==> src/rtl/visitor_dispatcher_pkg.sv <==
// rtl/visitor_dispatcher_pkg.sv - shared constants and state encodings for the visitor dispatcher
package visitor_dispatcher_pkg;

    localparam int DATA_W       = 32;
    localparam int DEF_ADDR_LEN = 12;
    localparam int DEF_N_TOWNS  = 8;
    localparam int DEF_RD_LAT   = 2;

    localparam logic [2:0] ST_IDLE     = 3'd0;
    localparam logic [2:0] ST_SETTLE   = 3'd1;
    localparam logic [2:0] ST_BCAST    = 3'd2;
    localparam logic [2:0] ST_WAIT_ACK = 3'd3;
    localparam logic [2:0] ST_DONE     = 3'd4;

    function automatic logic is_busy_state(input logic [2:0] st);
        return (st == ST_SETTLE) || (st == ST_BCAST) || (st == ST_WAIT_ACK);
    endfunction

endpackage

==> src/rtl/visitor_dispatcher_if.sv <==
// rtl/visitor_dispatcher_if.sv - broadcast bus from the dispatcher to the town compute units
interface visitor_dispatcher_if
    import visitor_dispatcher_pkg::*;
#(
    parameter int N_TOWNS  = DEF_N_TOWNS,
    parameter int ADDR_LEN = DEF_ADDR_LEN
) ();

    logic                bcast_valid;
    logic [DATA_W-1:0]   bcast_x;
    logic [DATA_W-1:0]   bcast_y;
    logic [DATA_W-1:0]   bcast_mass;
    logic [ADDR_LEN-1:0] bcast_index;
    logic [N_TOWNS-1:0]  town_ready;

    modport master (
        output bcast_valid,
        output bcast_x,
        output bcast_y,
        output bcast_mass,
        output bcast_index,
        input  town_ready
    );

    modport slave (
        input  bcast_valid,
        input  bcast_x,
        input  bcast_y,
        input  bcast_mass,
        input  bcast_index,
        output town_ready
    );

endinterface

==> src/rtl/visitor_dispatcher_ack_tracker.sv <==
// rtl/visitor_dispatcher_ack_tracker.sv - remembers which towns have taken the held visitor
module dispatch_ack_tracker
    import visitor_dispatcher_pkg::*;
#(
    parameter int N_TOWNS = DEF_N_TOWNS
) (
    input  logic               i_clk,
    input  logic               i_rst,
    input  logic               i_track,
    input  logic [N_TOWNS-1:0] i_ready,
    input  logic [N_TOWNS-1:0] i_enable,
    output logic               o_all_accepted
);

    logic [N_TOWNS-1:0] r_accepted;
    logic               w_all;

    // A town counts as served if it took the visitor earlier, takes it now, or is not participating.
    assign w_all          = &(r_accepted | i_ready | ~i_enable);
    assign o_all_accepted = i_track & w_all;

    always_ff @(posedge i_clk) begin
        if (!i_rst) begin
            r_accepted <= '0;
        end else if (i_track) begin
            r_accepted <= w_all ? '0 : (r_accepted | i_ready);
        end
    end

endmodule

==> src/rtl/visitor_dispatcher.sv <==
// rtl/visitor_dispatcher.sv - steps the visitor centre and broadcasts each visitor to the enabled towns
module visitor_dispatcher
    import visitor_dispatcher_pkg::*;
#(
    parameter int N_TOWNS  = DEF_N_TOWNS,
    parameter int ADDR_LEN = DEF_ADDR_LEN,
    parameter int RD_LAT   = DEF_RD_LAT
) (
    input  logic                i_clk,
    input  logic                i_rst,
    input  logic                i_start,
    input  logic [ADDR_LEN-1:0] i_num_visitors,
    input  logic [N_TOWNS-1:0]  i_town_enable,
    input  logic [DATA_W-1:0]   i_visitor_x,
    input  logic [DATA_W-1:0]   i_visitor_y,
    input  logic [DATA_W-1:0]   i_visitor_mass,
    input  logic [ADDR_LEN-1:0] i_visitor_index,
    input  logic                i_last_visitor,
    output logic                o_next,
    visitor_dispatcher_if.master bcast,
    output logic                o_busy,
    output logic                o_done,
    output logic                o_error,
    output logic [31:0]         o_pass_cycles
);

    localparam int SETTLE_W = $clog2(RD_LAT + 1);

    logic [2:0]          r_state;
    logic [ADDR_LEN-1:0] r_count;
    logic [ADDR_LEN-1:0] r_sent;
    logic [N_TOWNS-1:0]  r_enable;
    logic [SETTLE_W-1:0] r_settle;
    logic                r_own_last;
    logic                r_next;
    logic                r_valid;
    logic                r_done;
    logic                r_error;
    logic [DATA_W-1:0]   r_x;
    logic [DATA_W-1:0]   r_y;
    logic [DATA_W-1:0]   r_mass;
    logic [ADDR_LEN-1:0] r_index;
    logic [31:0]         r_cyc;
    logic [31:0]         r_pass_cycles;

    logic w_busy;
    logic w_track;
    logic w_own_last;
    logic w_all_accepted;

    assign w_busy     = is_busy_state(r_state);
    assign w_track    = (r_state == ST_WAIT_ACK);
    assign w_own_last = (r_sent == (r_count - ADDR_LEN'(1)));

    dispatch_ack_tracker #(
        .N_TOWNS (N_TOWNS)
    ) u_ack_tracker (
        .i_clk          (i_clk),
        .i_rst          (i_rst),
        .i_track        (w_track),
        .i_ready        (bcast.town_ready),
        .i_enable       (r_enable),
        .o_all_accepted (w_all_accepted)
    );

    always_ff @(posedge i_clk) begin
        if (!i_rst) begin
            r_state       <= ST_IDLE;
            r_count       <= '0;
            r_sent        <= '0;
            r_enable      <= '0;
            r_settle      <= '0;
            r_own_last    <= 1'b0;
            r_next        <= 1'b0;
            r_valid       <= 1'b0;
            r_done        <= 1'b0;
            r_error       <= 1'b0;
            r_x           <= '0;
            r_y           <= '0;
            r_mass        <= '0;
            r_index       <= '0;
            r_cyc         <= '0;
            r_pass_cycles <= '0;
        end else begin
            r_next <= 1'b0;
            if (w_busy) begin
                r_cyc <= r_cyc + 32'd1;
            end

            case (r_state)
                ST_IDLE, ST_DONE: begin
                    if (i_start) begin
                        if (i_num_visitors == '0) begin
                            r_state       <= ST_DONE;
                            r_done        <= 1'b1;
                            r_cyc         <= '0;
                            r_pass_cycles <= '0;
                        end else begin
                            r_count  <= i_num_visitors;
                            r_enable <= i_town_enable;
                            r_done   <= 1'b0;
                            r_error  <= 1'b0;
                            r_sent   <= '0;
                            r_cyc    <= '0;
                            r_settle <= SETTLE_W'(RD_LAT);
                            r_state  <= ST_SETTLE;
                        end
                    end
                end

                // Covers the index register plus M10K read behind the visitor centre.
                ST_SETTLE: begin
                    r_settle <= r_settle - SETTLE_W'(1);
                    if (r_settle <= SETTLE_W'(1)) begin
                        r_state <= ST_BCAST;
                    end
                end

                ST_BCAST: begin
                    r_x        <= i_visitor_x;
                    r_y        <= i_visitor_y;
                    r_mass     <= i_visitor_mass;
                    r_index    <= i_visitor_index;
                    r_valid    <= 1'b1;
                    r_own_last <= w_own_last;
                    if ((i_visitor_index != r_sent) || (i_last_visitor != w_own_last)) begin
                        r_error <= 1'b1;
                    end
                    r_state <= ST_WAIT_ACK;
                end

                // Our own count decides the end of the pass; the upstream last flag is only cross-checked.
                ST_WAIT_ACK: begin
                    if (w_all_accepted) begin
                        r_valid <= 1'b0;
                        if (r_own_last) begin
                            r_state       <= ST_DONE;
                            r_done        <= 1'b1;
                            r_pass_cycles <= r_cyc + 32'd1;
                        end else begin
                            r_next   <= 1'b1;
                            r_sent   <= r_sent + ADDR_LEN'(1);
                            r_settle <= SETTLE_W'(RD_LAT);
                            r_state  <= ST_SETTLE;
                        end
                    end
                end

                default: begin
                    r_state <= ST_IDLE;
                end
            endcase
        end
    end

    assign o_next            = r_next;
    assign o_busy            = w_busy;
    assign o_done            = r_done;
    assign o_error           = r_error;
    assign o_pass_cycles     = r_pass_cycles;
    assign bcast.bcast_valid = r_valid;
    assign bcast.bcast_x     = r_x;
    assign bcast.bcast_y     = r_y;
    assign bcast.bcast_mass  = r_mass;
    assign bcast.bcast_index = r_index;

endmodule
==> src/flat_wrapper.sv <==
// flat-port wrapper written by rule: the top's interface ports become plain ports
module visitor_dispatcher_flat import visitor_dispatcher_pkg::*;
#(
    parameter int N_TOWNS  = DEF_N_TOWNS,
    parameter int ADDR_LEN = DEF_ADDR_LEN,
    parameter int RD_LAT   = DEF_RD_LAT
)
  (i_clk, i_rst, i_start, i_num_visitors, i_town_enable, i_visitor_x, i_visitor_y, i_visitor_mass, i_visitor_index, i_last_visitor, o_next, o_busy, o_done, o_error, o_pass_cycles, bcast_bcast_valid, bcast_bcast_x, bcast_bcast_y, bcast_bcast_mass, bcast_bcast_index, bcast_town_ready);
  visitor_dispatcher_if #(.N_TOWNS(N_TOWNS), .ADDR_LEN(ADDR_LEN)) bcast_i ();
  input  logic i_clk;
  input  logic i_rst;
  input  logic i_start;
  input  logic [ADDR_LEN-1:0] i_num_visitors;
  input  logic [N_TOWNS-1:0] i_town_enable;
  input  logic [DATA_W-1:0] i_visitor_x;
  input  logic [DATA_W-1:0] i_visitor_y;
  input  logic [DATA_W-1:0] i_visitor_mass;
  input  logic [ADDR_LEN-1:0] i_visitor_index;
  input  logic i_last_visitor;
  output logic o_next;
  output logic o_busy;
  output logic o_done;
  output logic o_error;
  output logic [31:0] o_pass_cycles;
  output wire logic [$bits(bcast_i.bcast_valid)-1:0] bcast_bcast_valid;
  output wire logic [$bits(bcast_i.bcast_x)-1:0] bcast_bcast_x;
  output wire logic [$bits(bcast_i.bcast_y)-1:0] bcast_bcast_y;
  output wire logic [$bits(bcast_i.bcast_mass)-1:0] bcast_bcast_mass;
  output wire logic [$bits(bcast_i.bcast_index)-1:0] bcast_bcast_index;
  input wire logic [$bits(bcast_i.town_ready)-1:0] bcast_town_ready;
  assign bcast_bcast_valid = bcast_i.bcast_valid;
  assign bcast_bcast_x = bcast_i.bcast_x;
  assign bcast_bcast_y = bcast_i.bcast_y;
  assign bcast_bcast_mass = bcast_i.bcast_mass;
  assign bcast_bcast_index = bcast_i.bcast_index;
  assign bcast_i.town_ready = bcast_town_ready;
  visitor_dispatcher #(.N_TOWNS(N_TOWNS), .ADDR_LEN(ADDR_LEN), .RD_LAT(RD_LAT)) u_core (.i_clk(i_clk), .i_rst(i_rst), .i_start(i_start), .i_num_visitors(i_num_visitors), .i_town_enable(i_town_enable), .i_visitor_x(i_visitor_x), .i_visitor_y(i_visitor_y), .i_visitor_mass(i_visitor_mass), .i_visitor_index(i_visitor_index), .i_last_visitor(i_last_visitor), .o_next(o_next), .bcast(bcast_i), .o_busy(o_busy), .o_done(o_done), .o_error(o_error), .o_pass_cycles(o_pass_cycles));
endmodule
==> config.mk <==
export PLATFORM = sky130hd
export DESIGN_NAME = visitor_dispatcher_flat
export DESIGN_NICKNAME = d
export VERILOG_FILES = /design/src/rtl/visitor_dispatcher_pkg.sv /design/src/rtl/visitor_dispatcher_if.sv /design/src/rtl/visitor_dispatcher_ack_tracker.sv /design/src/rtl/visitor_dispatcher.sv /design/src/flat_wrapper.sv
export SDC_FILE = /design/constraint.sdc
export NUM_CORES = 1
export LEC_CHECK = 0
export ABC_AREA = 0
export CAP_MARGIN = 30
export CORE_MARGIN = 2
export CORE_UTILIZATION = 23
export DETAILED_ROUTE_END_ITERATION = 16
export GPL_TIMING_DRIVEN = 0
export MAX_ROUTING_LAYER = met4
export PLACE_DENSITY = 0.57
export REMOVE_ABC_BUFFERS = 1
export SKIP_CTS_REPAIR_TIMING = 1
export SYNTH_ARGS = -nofsm -noshare
export SYNTH_HDL_FRONTEND = slang
export SYNTH_SLANG_ARGS = --single-unit
export TNS_END_PERCENT = 1
==> constraint.sdc <==
create_clock -name i_clk -period 2.1 [get_ports i_clk]
set_input_delay 0.315 -clock i_clk [delete_from_list [all_inputs] [get_ports i_clk]]
set_output_delay 0.315 -clock i_clk [all_outputs]
set_load 0.005 [all_outputs]
==> results.toml <==
[place]
dpl.hpwl_microns = 20500
gp_congestion = 0.844
io_buffers = 284

[status]
violations = "setup timing"
outcome = "complete, but fails checks"

[drt]
drtPass1Iterations = 5
drc = 0
via_count = 8923
drt-vias-per-instance = 4.47
dr.first_iter.drc_count = 469
ant_nets = 0
drt-total-wl_microns = 31300
drt-wirelength-per-cell_microns = 15.7

[synth]
yosysUniqueCellTypes = 53
synthFlopType = "dfxtp_1"
synth_common_cells = "nand2_1 (298), dfxtp_1 (222), a21oi_1 (185), clkbuf_1 (69), nor2_1 (69)"
synthCells = 1183
yosysTopAreaCell = "dfxtp_1"
ys_top_cells_by_area = "dfxtp_1 (47%), nand2_1 (12%), a21oi_1 (9.9%), xor2_1 (4.7%), xnor2_1 (4.2%)"
yosys_warnings = 0
synthArstFlopShare = 0
ys_seq_area_frac = 0.474
synth_seq_cells = 222
synth.most_common_cell = "nand2_1"
synth_area_sq_mm = 0.00938
yosys.area.top_type_share = 0.474
syn_avg_cell_area_sq_um = 7.93
synth_edf_count = 0

[pwr]
peakVddDrop_uv = 568
combPwrFrac = 0.220
pwr-share-clk = 0.381
p_int_mw = 8.51
p_leak_nw = 4.82
power_density_mw_per_mm2 = 842
power.switching_mw = 3.36
switching_share = 0.283
seq_power_share = 0.399
power_mw = 11.9

[finish]
area.growth.synth_to_final_pct = 50.2
nFillCells = 4130
utilization = 0.352
nNetsFinal = 1600
regArea_sq_mm = 0.00446
drive_gt1_frac = 0.0952
multi_input_area_sq_mm = 0.00480

[floorplan]
dieArea_sq_mm = 0.0424
ios = 285
die_h_microns = 206
start_util = 0.234
rows = 73
die_x_microns = 206
core_sq_mm = 0.0400

[sta]
worstMarginPinSlew_ns = 0.943
finalMaxSlewViolations = 0
finalSetupTns_ns = -1.21
setup_ws_ns = -0.158
fin_skew_ns = 0.0128
setup_violations = 21
period_share = 1.08
period_minus_slack_ns = 2.26
rsz0062_at_grt = "yes"
max_freq_mhz = 443
slew-limit-headroom = 0.371
finalHoldViolations = 0
hold_ws_ns = 0.324

[clock_network]
clkLatencyLatePin_ns = 0.54
clk_pin_slew_worst_paths_ns = 0.06
h-tree-depth = 1
cts_tree = "yes"
root_buffer = "clkbuf_16"
cts_made_buffers = 27
cts_sinks = 222
clockBufferDepth = 3

[critical_path]
cp.arrival_ns = 2.70
required_ns = 2.54
cp_max_fo = 6
worst_setup_path_end_kind = "register"
crit_path_start_kind = "register"
worstSetupStartpoint = "u_core.r_count[2]"
rr_endpoint = "u_core.o_error"
rrSetupSlack_ns = -0.16
cp-endpoint = "u_core.o_error"
rr_worst_depth = 7
crit_type = "register to register"
worstReg2RegStart = "u_core.r_count[2]"

[global_routing]
grt_pass1_vias = 8072
grt_max_degree = 95
grt_pass1_wl_microns = 44700
grt_overflow = 0
grt_busiest_layer = "met2"
antenna_found_initial = 1
met2_usage = 0.220
use_met1 = 0.172
grt_use_total = 0.135
met3_usage = 0.0268

[job]
cap_violations = 0

[min_path]
hold_path.class = "input pin to register"
min_path_cells = 3
min_from = "i_visitor_mass[8]"
-- metal layers --
layer / wire length [microns] / vias to the layer above
met1: 14100 / 4130
met5: 0 / -
met2: 14500 / 275
li1: - / 4482
met3: 2270 / 36
met4: 497 / 0
-- placed cells by master, fill, tap and decap left out, drive strengths merged, types with 12 or more instances in the layout --
cell | Yosys | layout
nand2b | 33 | 33
dfxtp | 222 | 222
nand2 | 298 | 298
a21oi | 186 | 187
xor2 | 50 | 50
nor2 | 69 | 70
inv | 13 | 13
buf | 14 | 40
nor4 | 12 | 12
xnor2 | 45 | 45
and3 | 12 | 12
nand4 | 21 | 21
nand3 | 57 | 57
clkdlybuf4s50 | 0 | 283
clkbuf | 70 | 37
-- worst max-delay path: stages, from the launching register on --
cell and delay [ns]:
dfxtp_4 0.36, or4_4 0.61, o21ba_4 0.23, a2111oi_4 0.27, a31o_1 0.14, nand4_1 0.16, xor2_1 0.21, a211oi_2 0.19
-- power by group through the flow --
stage          combinational (mW)  clock, mW  sequential, mW
3_5_place_dp                 2.33          0            4.81
5_1_grt                      2.86       4.85            4.77
2_1_floorplan                1.09          0            4.80
3_3_place_gp                 2.29          0            4.80
6_report                     2.61       4.51            4.74
4_1_cts                      2.34       4.68            4.72
-- worst min path at each step --
stage	slack [ns]	to
final	0.32	u_core.bcast.bcast_mass[8]
after global routing	0.31	u_core.r_enable[6]
after CTS	0.29	u_core.bcast.bcast_mass[1]
after detailed placement	0.45	u_core.bcast.bcast_y[29]
after global placement	0.44	u_core.bcast.bcast_x[10]
after floorplan	0.43	u_core.u_ack_tracker.r_accepted[0]
-- stage by stage --
step	cells	area (sq um)	setup WS, ns
global route	1996	14100	-0.272
CTS	1960	13600	-0.969
floorplan	1099	9030	-2.86
finish	1997	14100	-0.158
detailed placement	1916	12700	-1.26
global placement	1908	12500	-6.09
-- state kept, by name, indices dropped and copies added (netlist names) --
name	flops
u_core.bcast.bcast_index	12
u_core.bcast.bcast_mass	32
u_core.bcast.bcast_valid	1
u_core.bcast.bcast_x	32
u_core.bcast.bcast_y	32
u_core.o_done	1
u_core.o_error	1
u_core.o_next	1
u_core.o_pass_cycles	32
u_core.r_count	12
u_core.r_cyc	32
u_core.r_enable	8
u_core.r_own_last	1
u_core.r_sent	12
u_core.r_settle	2
u_core.r_state	3
u_core.u_ack_tracker.r_accepted	8
-- layout make-up --
type | count | area share
Timing Repair Buffer | 324 | 0.232
Clock buffer | 37 | 0.0535
Clock inverter | 7 | 0.00631
Tap cell | 525 | 0.0466
Multi-Input combinational cell | 868 | 0.341
Inverter | 13 | 0.00409
Sequential cell | 222 | 0.317
Antenna cell | 1 | 0.000178
-- cell families (layout without fill, tap and decap cells) --
family                     after synthesis  count (layout)  synth area share
xor gates and xnor gates                95              95            0.0887
AOI/OAI and AO/OA                      217             219             0.124
other                                    0               1                 0
DFF                                    222             222             0.474
muxes                                    1               1           0.00107
buffers and inverters                   97             381            0.0420
adders and majority gates                4               4           0.00534
and+or+nand+nor                        547             549             0.264
(Power assumes the default switching activity.)
